### config.mk
export PLATFORM = sky130hd
export DESIGN_NAME = dmem_bus_bridge
export DESIGN_NICKNAME = d
export VERILOG_FILES = /design/src/rtl/dmem_bus_bridge_pkg.sv /design/src/rtl/dmem_lane_align.sv /design/src/rtl/dmem_bus_bridge.sv
export SDC_FILE = /design/constraint.sdc
export NUM_CORES = 1
export LEC_CHECK = 0
export ABC_AREA = 1
export CAP_MARGIN = 25
export CELL_PAD_IN_SITES_DETAIL_PLACEMENT = 1
export CELL_PAD_IN_SITES_GLOBAL_PLACEMENT = 1
export CORE_ASPECT_RATIO = 1.75
export CORE_UTILIZATION = 31
export CTS_CLUSTER_SIZE = 24
export DETAILED_ROUTE_END_ITERATION = 10
export PLACE_DENSITY = 0.83
export SLEW_MARGIN = 30
export SYNTH_ARGS = -nofsm -noshare
export SYNTH_HDL_FRONTEND = slang
export SYNTH_SLANG_ARGS = --single-unit
### constraint.sdc
create_clock -name clk -period 2 [get_ports clk]
set_input_delay 0.3 -clock clk [delete_from_list [all_inputs] [get_ports clk]]
set_output_delay 0.3 -clock clk [all_outputs]
set_load 0.01 [all_outputs]
### src/rtl/dmem_bus_bridge_pkg.sv
// Shared types and RV32I load/store encodings for the data-memory bus bridge.
package dmem_bus_bridge_pkg;

  typedef enum logic [1:0] {
    IDLE,
    REQ,
    WAIT_R,
    DONE
  } bridge_state_e;

  localparam logic [2:0] F3_LB  = 3'b000;
  localparam logic [2:0] F3_LH  = 3'b001;
  localparam logic [2:0] F3_LW  = 3'b010;
  localparam logic [2:0] F3_LBU = 3'b100;
  localparam logic [2:0] F3_LHU = 3'b101;
  localparam logic [2:0] F3_SB  = 3'b000;
  localparam logic [2:0] F3_SH  = 3'b001;
  localparam logic [2:0] F3_SW  = 3'b010;

  // An access is refused when its funct3 has no meaning for the direction or
  // its address is not naturally aligned for the access size.
  function automatic logic req_illegal(input logic       write,
                                       input logic [2:0] funct3,
                                       input logic [1:0] addr_lo);
    logic bad_funct3;
    logic bad_align;
    if (write) begin
      bad_funct3 = !(funct3 inside {F3_SB, F3_SH, F3_SW});
    end else begin
      bad_funct3 = !(funct3 inside {F3_LB, F3_LH, F3_LW, F3_LBU, F3_LHU});
    end
    case (funct3[1:0])
      2'b01:   bad_align = addr_lo[0];
      2'b10:   bad_align = (addr_lo != 2'b00);
      default: bad_align = 1'b0;
    endcase
    return bad_funct3 || bad_align;
  endfunction

endpackage

### src/rtl/dmem_lane_align.sv
// Byte-lane steering for the data-memory bridge: store byte enables and lane
// replication, plus load lane selection with sign or zero extension.
module dmem_lane_align
  import dmem_bus_bridge_pkg::*;
#(
  parameter int DATA_WIDTH = 32,
  parameter int BE_WIDTH   = DATA_WIDTH / 8
) (
  input  logic [1:0]            addr_lo,
  input  logic [2:0]            funct3,
  input  logic [DATA_WIDTH-1:0] wdata,
  input  logic [DATA_WIDTH-1:0] rdata_word,
  output logic [BE_WIDTH-1:0]   be,
  output logic [DATA_WIDTH-1:0] wdata_lane,
  output logic [DATA_WIDTH-1:0] rdata_ext
);

  logic [7:0]  rd_byte;
  logic [15:0] rd_half;

  // Stores put the datum on every lane so the enabled lane always carries it.
  always_comb begin
    be         = '1;
    wdata_lane = wdata;
    case (funct3[1:0])
      2'b00: begin
        be         = BE_WIDTH'(1) << addr_lo;
        wdata_lane = {BE_WIDTH{wdata[7:0]}};
      end
      2'b01: begin
        be         = BE_WIDTH'(3) << {addr_lo[1], 1'b0};
        wdata_lane = {(DATA_WIDTH/16){wdata[15:0]}};
      end
      default: ;
    endcase
  end

  always_comb begin
    rd_byte = rdata_word[{addr_lo, 3'b000} +: 8];
    rd_half = rdata_word[{addr_lo[1], 4'b0000} +: 16];
    case (funct3)
      F3_LB:   rdata_ext = {{(DATA_WIDTH-8){rd_byte[7]}}, rd_byte};
      F3_LH:   rdata_ext = {{(DATA_WIDTH-16){rd_half[15]}}, rd_half};
      F3_LBU:  rdata_ext = {{(DATA_WIDTH-8){1'b0}}, rd_byte};
      F3_LHU:  rdata_ext = {{(DATA_WIDTH-16){1'b0}}, rd_half};
      default: rdata_ext = rdata_word;
    endcase
  end

endmodule

### src/rtl/dmem_bus_bridge.sv
// Connects the pipeline memory stage to a request/grant data bus, stalling the
// pipeline until each load or store completes.
module dmem_bus_bridge
  import dmem_bus_bridge_pkg::*;
#(
  parameter int DATA_WIDTH = 32,
  parameter int BE_WIDTH   = DATA_WIDTH / 8
) (
  input  logic                  clk,
  input  logic                  rst_n,
  input  logic                  req_valid_i,
  input  logic                  req_write_i,
  input  logic [DATA_WIDTH-1:0] req_addr_i,
  input  logic [DATA_WIDTH-1:0] req_wdata_i,
  input  logic [2:0]            req_funct3_i,
  output logic                  stall_o,
  output logic                  rsp_valid_o,
  output logic [DATA_WIDTH-1:0] rdata_o,
  output logic                  misaligned_o,
  output logic                  bus_req_o,
  output logic                  bus_we_o,
  output logic [DATA_WIDTH-1:0] bus_addr_o,
  output logic [DATA_WIDTH-1:0] bus_wdata_o,
  output logic [BE_WIDTH-1:0]   bus_be_o,
  input  logic                  bus_gnt_i,
  input  logic                  bus_rvalid_i,
  input  logic [DATA_WIDTH-1:0] bus_rdata_i
);

  bridge_state_e state_q, state_d;

  logic                  capture;
  logic [DATA_WIDTH-1:0] cap_addr;
  logic [DATA_WIDTH-1:0] cap_wdata;
  logic [2:0]            cap_funct3;
  logic                  cap_write;

  logic [BE_WIDTH-1:0]   lane_be;
  logic [DATA_WIDTH-1:0] lane_wdata;
  logic [DATA_WIDTH-1:0] lane_rdata;

  always_ff @(posedge clk or negedge rst_n) begin
    if (!rst_n) begin
      state_q <= IDLE;
    end else begin
      state_q <= state_d;
    end
  end

  // The bus sees only the captured copy, so upstream may change freely once stalled.
  always_ff @(posedge clk or negedge rst_n) begin
    if (!rst_n) begin
      cap_addr   <= '0;
      cap_wdata  <= '0;
      cap_funct3 <= '0;
      cap_write  <= 1'b0;
    end else if (capture) begin
      cap_addr   <= req_addr_i;
      cap_wdata  <= req_wdata_i;
      cap_funct3 <= req_funct3_i;
      cap_write  <= req_write_i;
    end
  end

  always_ff @(posedge clk or negedge rst_n) begin
    if (!rst_n) begin
      rdata_o <= '0;
    end else if (state_q == WAIT_R && bus_rvalid_i) begin
      rdata_o <= lane_rdata;
    end
  end

  // DONE always falls back to IDLE without looking at req_valid_i, because the
  // request still presented there is the one just finished.
  always_comb begin
    state_d      = state_q;
    capture      = 1'b0;
    stall_o      = 1'b0;
    rsp_valid_o  = 1'b0;
    misaligned_o = 1'b0;
    bus_req_o    = 1'b0;
    case (state_q)
      IDLE: begin
        if (req_valid_i) begin
          if (req_illegal(req_write_i, req_funct3_i, req_addr_i[1:0])) begin
            misaligned_o = 1'b1;
          end else begin
            stall_o = 1'b1;
            capture = 1'b1;
            state_d = REQ;
          end
        end
      end
      REQ: begin
        stall_o   = 1'b1;
        bus_req_o = 1'b1;
        if (bus_gnt_i) begin
          state_d = cap_write ? DONE : WAIT_R;
        end
      end
      WAIT_R: begin
        stall_o = 1'b1;
        if (bus_rvalid_i) begin
          state_d = DONE;
        end
      end
      DONE: begin
        rsp_valid_o = 1'b1;
        state_d     = IDLE;
      end
      default: state_d = IDLE;
    endcase
  end

  dmem_lane_align #(
    .DATA_WIDTH (DATA_WIDTH),
    .BE_WIDTH   (BE_WIDTH)
  ) u_lane_align (
    .addr_lo    (cap_addr[1:0]),
    .funct3     (cap_funct3),
    .wdata      (cap_wdata),
    .rdata_word (bus_rdata_i),
    .be         (lane_be),
    .wdata_lane (lane_wdata),
    .rdata_ext  (lane_rdata)
  );

  assign bus_addr_o  = {cap_addr[DATA_WIDTH-1:2], 2'b00};
  assign bus_we_o    = bus_req_o & cap_write;
  assign bus_be_o    = bus_req_o ? lane_be : '0;
  assign bus_wdata_o = lane_wdata;

endmodule

# Word level (Yosys, flattened, before mapping)
# Cells that the tools add are included.
# totals
regBits	102
in_bits	105
out_inout_bits	105
word_cells	66
# classes
eq_ne	17
shift	4
n_mux	25
bitwise_logic	1
n_reduce_logical	13
# ops
operator	count
32-bit case mux with 4 select lines	1
32-bit case mux with 2 select lines	1
32-bit by 6-bit variable part select with 16-bit output	1
32-bit by 6-bit variable part select with 8-bit output	1
1-bit 2-to-1 mux	14
3-bit == test, second input constant	4
2-bit 2-to-1 mux	4
2-bit inequality test, second input constant	4
2-bit case mux with 4 select lines	1
4-bit case mux with 2 select lines	1
2-bit by 1-bit == test with 1-bit output, second input constant	3
2-bit == test, second input constant	3
3-bit by 1-bit == test with 1-bit output, second input constant	2
3-bit zero test	2
5-bit nonzero test	1
2-bit zero test	2
4-bit 2-to-1 mux	1
1-bit case mux with 2 select lines	2
4-bit AND reduction	1
1-bit by 2-bit left shift with 4-bit output, first input constant	1
2-bit by 2-bit left shift with 4-bit output, first input constant	1
3-bit by 2-bit == test with 1-bit output, second input constant	1
3-bit nonzero test	1
1-bit zero test	2
other kinds (5)	5

# Logic depth before layout (Yosys ltp)
# Gate-level depths: netlist of the first run.
# logic_depth
ltp_word	10
ltp_mapped	11
mapped_depth_nobuf	10

# Modules after synthesis
# A second synthesis of the first run with hierarchy kept.
# hier_totals
hier_cells	683
area_unflattened_um2	5426.5
# modules_own_cells
module	n_inst	cells_per_inst	area_each_um2	seq_area_each_um2
dmem_bus_bridge	1	447	4346.7	2552.4
dmem_lane_align	1	236	1079.8	0.0

# Worst setup path after synthesis of the first run
# No wires, ideal clock.
# synth_timing
path_kind	in2out
start	input req_funct3_i[0]
end	output stall_o
t_arrival_ns	1.330
required_ns	1.700
setup_slack_ns	0.370
stages	7
path_buffers	1
cell_sequence	inv_1 -> ha_1 -> nand2_1 -> a21oi_2 -> nand4_1 -> clkbuf_1 -> a21oi_1
# synth_via
elab_chain_len	10
word_cells_on_any_way	21
cone_classes	eq/ne (6); mux (9); reduce/logical (6)
# synth_rtl
item	line	source
from (decl)	dmem_bus_bridge.sv:15	input logic [2:0] req_funct3_i,
3-bit by 1-bit == test with 1-bit output, or another cell as far along	dmem_bus_bridge_pkg.sv:28, dmem_bus_bridge_pkg.sv:30	
5-bit nonzero test / 3-bit nonzero test (equally long branches)	dmem_bus_bridge_pkg.sv:30, dmem_bus_bridge_pkg.sv:28	
1-bit zero test (on tied branches)	dmem_bus_bridge_pkg.sv:30, dmem_bus_bridge_pkg.sv:28	
1-bit 2-to-1 mux	dmem_bus_bridge_pkg.sv:27	if (write) begin
1-bit 2-to-1 mux	dmem_bus_bridge.sv:84	if (req_valid_i) begin
1-bit 2-to-1 mux	dmem_bus_bridge.sv:82	case (state_q)
1-bit logical OR (*)	dmem_bus_bridge_pkg.sv:37	return bad_funct3 || bad_align;
1-bit 2-to-1 mux (*)	dmem_bus_bridge.sv:85	if (req_illegal(req_write_i, req_funct3_i, req_addr_i[1:0])) begin
1-bit 2-to-1 mux (*)	dmem_bus_bridge.sv:84	
1-bit case mux with 2 select lines (*)	dmem_bus_bridge.sv:82	
to (decl)	dmem_bus_bridge.sv:16	output logic stall_o,
# Every way passes the cells marked *; elsewhere a longest branch is shown, timed or not. The select of a mux whose other input is x is not followed.

# Worst setup path in the final report of the first run
# layout_timing
start	register cap_funct3[1]
end	output bus_wdata_o[27]
# layout_via
elab_chain_len	2
word_cells_on_any_way	3
cone_classes	eq/ne (1); mux (1); reduce/logical (1)
# layout_rtl
item	line	source
from (decl)	dmem_bus_bridge.sv:35	logic [2:0] cap_funct3;
from (signal assigned)	dmem_bus_bridge.sv:60	cap_funct3 <= req_funct3_i;
2-bit by 1-bit == test with 1-bit output / 2-bit zero test (equally long branches)	dmem_lane_align.sv:25	case (funct3[1:0])
32-bit case mux with 2 select lines (*)	dmem_lane_align.sv:25	
to (decl)	dmem_bus_bridge.sv:23	output logic [DATA_WIDTH-1:0] bus_wdata_o,
# Every way passes the cells marked *; elsewhere a longest branch is shown, timed or not.

==> metrics.md, run 1 <==
| Metric | Value |
|---|---|
| Status | `complete, no violations` |
| Max Cap Viol | `0` |
| CP endpoint kind | `output pin` |
| Worst vdd ir | `0.000717 V` |
| Synthesized area | `between 5000 and 6000 µm²` |
| Root Buffer | `clkbuf_16` |
| Clk_skew | `0.0152 ns` |
| Clock Sinks | `102` |
| Chip width | `103 µm` |
| Vias | `5448` |
| Leakage | `0.00400 µW` |
| Full die area | `18400 µm²` |
| Final WL | `~19000 µm` |
| Final min period | `1.94 ns` |
| Setup CP Type | `reg -> out` |
| Core ar. | `between 15000 and 20000 µm²` |
| Starting DRC count in detailed routing | `106` |
| Port bufs | `207` |
| # DRC | `0` |
| Asr flop ratio synth | `100%` |
| Cell row count | `64` |
| I/O pins | `210` |
| Max clock buf depth | `2` |
| Die Ht | `179 µm` |
| Gr ovfl total | `0` |
| Antenna violations before repair | `1` |
| Core Util, Final | `46.1%` |
| Setup crit start kind | `register` |
| Crit-path max FO | `8` |
| Clock transition at the registers of the reported paths | `0.07 ns` |
| DP Worst Slack | `-0.629 ns` |
| Share of the synthesized area in the top cell type | `46.1%` |
| Clk_lat worst skew | `0.35 ns` |
| DR vias/cell | `4.65` |
| Layout cells sized above 1 | `10.3%` |
| Syn avg cell area | `7.42 µm²` |
| Antenna-violating nets left | `0` |
| Detail Placement HPWL | `15100 µm` |
| CP required | `1.70 ns` |
| Synth Instances | `747` |
| Filler Cell Count | `2164` |
| Fin worst setup slack | `0.0577 ns` |
| Synth top area cells | `dfrtp_1, nand2_1, buf_4, inv_1, o21ai_0` |
| Peak Freq | `0.515 GHz` |
| # nets final | `between 1000 and 1500` |
| Tot GR Track Use | `21.2%` |
| Pwr per Cell Area | `1520 nW/µm²` |
| Most common cell in the netlist | `nand2_1` |
| First-pass GRT wire length | `29500 µm` |
| Rel. slew slack | `about two thirds` |
| Main flop type after synthesis | `dfrtp_1` |
| Worst-Margin Slew | `around 0.53 ns` |
| Final Hold Viols | `0` |
| Final Cycle Share | `97.1%` |
| Post-Place Cells | `1153` |
| # setup viols final | `0` |
| Hold Path Class | `in -> reg` |
| Placer congestion estimate | `between 0.8 and 0.9` |
| Most instantiated cells after synthesis | `nand2_1, dfrtp_1, inv_1` |
| Initial core utilization | `31.7%` |
| Cell taking the most area after synthesis | `dfrtp_1` |
| Cts bufs inserted | `9` |
| TritonRoute pass-1 iters | `4` |
| Post-synth EDFFs | `0` |
| Netlist cell types | `29` |
| Post-synthesis sequential area ratio | `46.1%` |
| Final Instance Count excl. Fillers | `1172` |
| Data arrival, critical path | `approximately 1.6 ns` |
| Largest net degree at the start of global routing | `53` |
| Drt wl/cell | `16.1 µm` |
| Via count of the first global-routing pass | `5870` |
| H-tree depth | `3` |
| Ys Warns | `0` |
| #FFs+latches synth | `102` |
| CTS tree | `built` |
| Area grow syn2layout | `45.2%` |
| Slew Limit Fails | `0` |
## critical path: stages (launching register included)
cell and delay, ns:
dfrtp_2 0.46, nor2_1 0.20, inv_2 0.12, o221ai_1 0.20
dlygate4sd2_1 0.31
## registers in the layout, summed over array words and instances, names as in the netlist
register,flops
state_q,2
cap_addr,32
cap_write,1
rdata_o,32
cap_wdata,32
cap_funct3,3
## where the power goes
| group | total [µW] | switching [µW] | internal (µW) | leakage [µW] |
|---|---|---|---|---|
| clock network | 1760 | 884 | 877 | 0.000138 |
| registers | 3660 | 598 | 3060 | 0.00124 |
| logic | 6800 | 3570 | 3220 | 0.00262 |
## layer usage
| metal | vias to the layer above | share of wire [%] | routed length [µm] | track usage, % |
|---|---|---|---|---|
| met5 | - | 0 | 0 | 0 |
| met2 | 168 | 56 | 10600 | 41.5 |
| met4 | 0 | 3.8 | 716 | 9.62 |
| met1 | 2606 | 36 | 6720 | 21.3 |
| met3 | 39 | 4.1 | 767 | 3.00 |
| li1 | 2635 | - | - | - |
## placed cells by master (no fill, tap or decap), types with 2 or more instances in the layout
cell / n
a21o_1: 2
clkbuf_2: 5
buf_2: 2
inv_1: 74
o221ai_1: 8
nand3_1: 25
clkinvlp_4: 2
nor2_2: 2
nand2_2: 2
clkinv_4: 2
dfrtp_1: 101
ha_1: 7
o21ai_0: 55
clkdlybuf4s50_1: 172
o21ai_1: 2
nor2_1: 41
inv_8: 3
conb_1: 2
a21oi_1: 36
or2_2: 16
buf_12: 5
clkbuf_16: 9
nand2_1: 285
dlygate4sd2_1: 21
inv_2: 4
buf_4: 39
clkdlybuf4s15_1: 5
## area by class of cell
| cell class | count | area [µm²] | share of cell area [%] |
|---|---|---|---|
| multi-input cells | 492 | 2200 | 27.3 |
| well taps | 231 | 289 | 3.59 |
| diodes | 1 | 2.50 | 0.0311 |
| clock buffers | 9 | 225 | 2.80 |
| flip-flops and latches | 102 | 2550 | 31.7 |
| repair buffers | 252 | 2420 | 30.0 |
| clock inverters | 7 | 66.3 | 0.824 |
| inverters | 78 | 293 | 3.64 |
## final timing paths
kind | slack [ns] | depth (start not counted) | startpoint | end
max | 0.06 | 4 | cap_funct3[1] | bus_wdata_o[27]
min | 0.32 | 3 | req_funct3_i[1] | cap_funct3[1]
max reg2reg | 0.27 | 10 | state_q[0] | rdata_o[19]
min reg2reg | 0.48 | 2 | cap_addr[29] | cap_addr[29]
max in group asynchronous | 0.93 | 3 | rst_n | cap_funct3[1]
min in group asynchronous | 0.45 | 2 | rst_n | cap_wdata[4]
## stage by stage
stage,total power [µW],hold WS (ns),setup TNS [ns],cell area (µm²)
finish,12200,0.318,0,8050
global route,13200,0.361,-0.00562,8050
CTS,12400,0.473,-0.104,8040
detailed placement,10900,0.314,-14.04,7780
global placement,10700,0.318,-6.78,7780
floorplan,7420,0.00441,0,5540
## cell families (layout without fill, tap and decap cells)
kind of cell | Yosys count | in the layout | synth area share [%]
and+or+nand+nor | 375 | 375 | 27.2
buffers and inverters | 154 | 346 | 14.4
AOI/OAI and AO/OA | 107 | 107 | 10.5
DFF | 102 | 102 | 46.1
adders and majority gates | 8 | 8 | 1.81
other | 1 | 3 | 0.0677
## repair_timing
item,CTS,global route
hold endpoints to repair,34,0
buffers inserted,0,1
gates cloned,0,0
setup endpoints to repair,32,13
pin swaps,1,3
hold buffers,1,0
gates resized for setup,41,22
No activity file was read; power rests on OpenSTA's default activity.
==> inputs of run 2 (changes only) <==
SETUP_SLACK_MARGIN = 0.4   (was default)
==> run 2 against run 1 <==
  * Critical path depth increased by 3
  * Via count increased by 4.6%
  * Largest power group unchanged
  * Clock power up 6%
  * Critical path type unchanged
  * Highest routed layer unchanged
==> metrics.md, run 2 (same netlist as run 1, synthesis figures left out) <==
| Metric | Value |
|---|---|
| Clock transition at the registers of the reported paths | `0.07 ns` |
| Layout cells sized above 1 | `23.0%` |
| # DRC | `0` |
| Crit-path max FO | `6` |
| Slowest CP cell | `dfrtp_2` |
| CP Cell Sequence | `nor2_4 > buf_6 > buf_6 > nand2_4 > nand2_4 > nor2_2 > buf_2` |
| Chip width | `103 µm` |
| Starting DRC count in detailed routing | `127` |
| Initial core utilization | `around a third` |
| Full die area | `18400 µm²` |
| M3 GR Usage | `under 10%` |
| # setup viols final | `0` |
| Leading cell type in the layout, fill and taps excluded | `nand2_1` |
| Max Cap Viol | `0` |
| Die Ht | `179 µm` |
| Final Hold Viols | `0` |
| Root Buffer | `clkbuf_16` |
| Most frequent cells in the layout | `nand2_1, clkdlybuf4s50_1, dfrtp_1, inv_1, buf_4` |
| Vias | `5698` |
| Leakage | `0.00448 µW` |
| Clk_skew | `~0.01 ns` |
| Setup crit start kind | `register` |
| Critical Path Max Stage Delay | `0.49 ns` |
| First-pass GRT wire length | `between 30000 and 40000 µm` |
| Port bufs | `just over 200` |
| Core ar. | `17500 µm²` |
| Clock Sinks | `between 100 and 150` |
| # nets final | `1076` |
| Placed cell area | `between 7000 and 8000 µm²` |
| Met1 track demand over resource | `22.1%` |
| Post-route cell area | `about 8800 µm²` |
| Drt wl/cell | `about 18 µm` |
| Pwr per Cell Area | `1540 nW/µm²` |
| Gr ovfl total | `0` |
| Antenna-violating nets left | `0` |
| Fin worst setup slack | `between 0.15 and 0.2 ns` |
| Unrepaired setup endpoints after global routing | `yes` |
| Global routing's busiest layer | `met2` |
| Placer congestion estimate | `~0.85` |
| Setup CP Type | `reg -> out` |
| FF-to-FF setup slack | `0.37 ns` |
| Data arrival, critical path | `1.55 ns` |
| Cts bufs inserted | `9` |
| Largest net degree at the start of global routing | `42` |
| Antenna violations before repair | `1` |
| FF-to-FF path depth | `9` |
| DR vias/cell | `4.75` |
| Area grow syn2layout | `59.1%` |
| Met2 GRT Util | `between 40% and 50%` |
| CP Buf/Inv Count | `3` |
| Largest regs | `cap_addr x32, cap_wdata x32, rdata_o x32` |
| Setup TNS | `0 ns` |
| Critical hold path startpoint | `req_write_i` |
| TritonRoute pass-1 iters | `4` |
| Worst vdd ir | `approximately 0.00057 V` |
| Detail Placement HPWL | `~15000 µm` |
| Cell family with most CP delay | `flip-flops` |
| Cell row count | `64` |
| CTS tree | `built` |
| Clk_lat worst skew | `0.35 ns` |
| H-tree depth | `3` |
| R2r startpoint | `state_q[0]` |
| Final Cycle Share | `92.4%` |
| I/O pins | `210` |
| Tot GR Track Use | `22.1%` |
| CP required | `1.70 ns` |
| Final min period | `between 1.5 and 2 ns` |
| Max clock buf depth | `2` |
| Slew Limit Fails | `0` |
| Hold Path Class | `in -> reg` |
| Hold Path Cell Cnt | `3` |
| Final WL | `21000 µm` |
| DP Worst Slack | `-0.562 ns` |
| Peak Freq | `0.541 GHz` |
| Worst reg2reg path endpoint | `rdata_o[31]` |
| CP endpoint kind | `output pin` |
| WHS Endpoint | `cap_write` |
| Via count of the first global-routing pass | `6006` |
| Status | `complete, no violations` |
==> run 2: cell types whose count changed in the layout (fill, tap and decap cells not counted), moves of 16 or more <==
cell	change
buf_6	+16
o21ai_0	-17
dlymetal6s2s_1	+21
or2_4	+16
buf_2	+21
or2_2	-16
nand2_1	-18
clkdlybuf4s50_1	-29
==> run 2: through the flow <==
stage	instances	hold WS, ns	total power, µW	util, %
finish	1200	0.217	13500	50.5
global route	1200	0.249	14500	50.5
CTS	1187	0.304	13100	47.8
detailed placement	1152	0.291	10900	44.5
global placement	1152	0.285	10700	44.5
floorplan	748	0.00441	7430	-
==> run 2: how the worst max path moves through the flow <==
stage,start,end,slack [ns],depth (start not counted)
2_1_floorplan,req_funct3_i[0],stall_o,0.41,7
3_3_place_gp,req_funct3_i[0],stall_o,-0.53,9
3_5_place_dp,req_funct3_i[0],stall_o,-0.56,9
4_1_cts,cap_funct3[1],bus_be_o[0],0.14,7
5_1_grt,cap_funct3[1],bus_be_o[0],0.1,7
6_report,cap_funct3[1],bus_be_o[0],0.15,7
==> run 2: cell type report <==
class,count,area [µm²]
antenna,1,2.50
clock buffer,9,225
clock inverter,7,77.6
fill,2147,8640
inverter,78,299
multi-input combinational,492,2530
sequential,102,2560
tap,231,289
timing repair buffer,278,2820
timing repair inverter,2,15.0
==> run 2: report_power, final <==
group	switching (µW)	internal, µW	total [µW]
Combinational	4130	3850	7980
Clock	879	990	1870
Sequential	627	3070	3700
==> run 2: worst reg2reg max path, stage by stage, from the launching register on <==
cell	delay (ns)
dfrtp_2	0.44
inv_2	0.10
buf_6	0.11
ha_4	0.15
nand2_8	0.11
clkbuf_16	0.21
a21oi_1	0.14
nand3_1	0.14
nand2_2	0.10
inv_2	0.03
==> run 2: per-layer routing <==
| layer | vias to the layer above | wire length [µm] |
|---|---|---|
| met4 | 0 | 1360 |
| li1 | 2702 | - |
| met2 | 201 | 11600 |
| met3 | 69 | 912 |
| met1 | 2726 | 7150 |
| met5 | - | 0 |
==> run 2: timing repair <==
item	in CTS	in global routing
cloned	5	6
hold buffers	1	0
resized for setup	219	114
buffers inserted	13	6
setup endpoints to repair	127	149
pin swaps	13	24
hold endpoints to repair	30	0
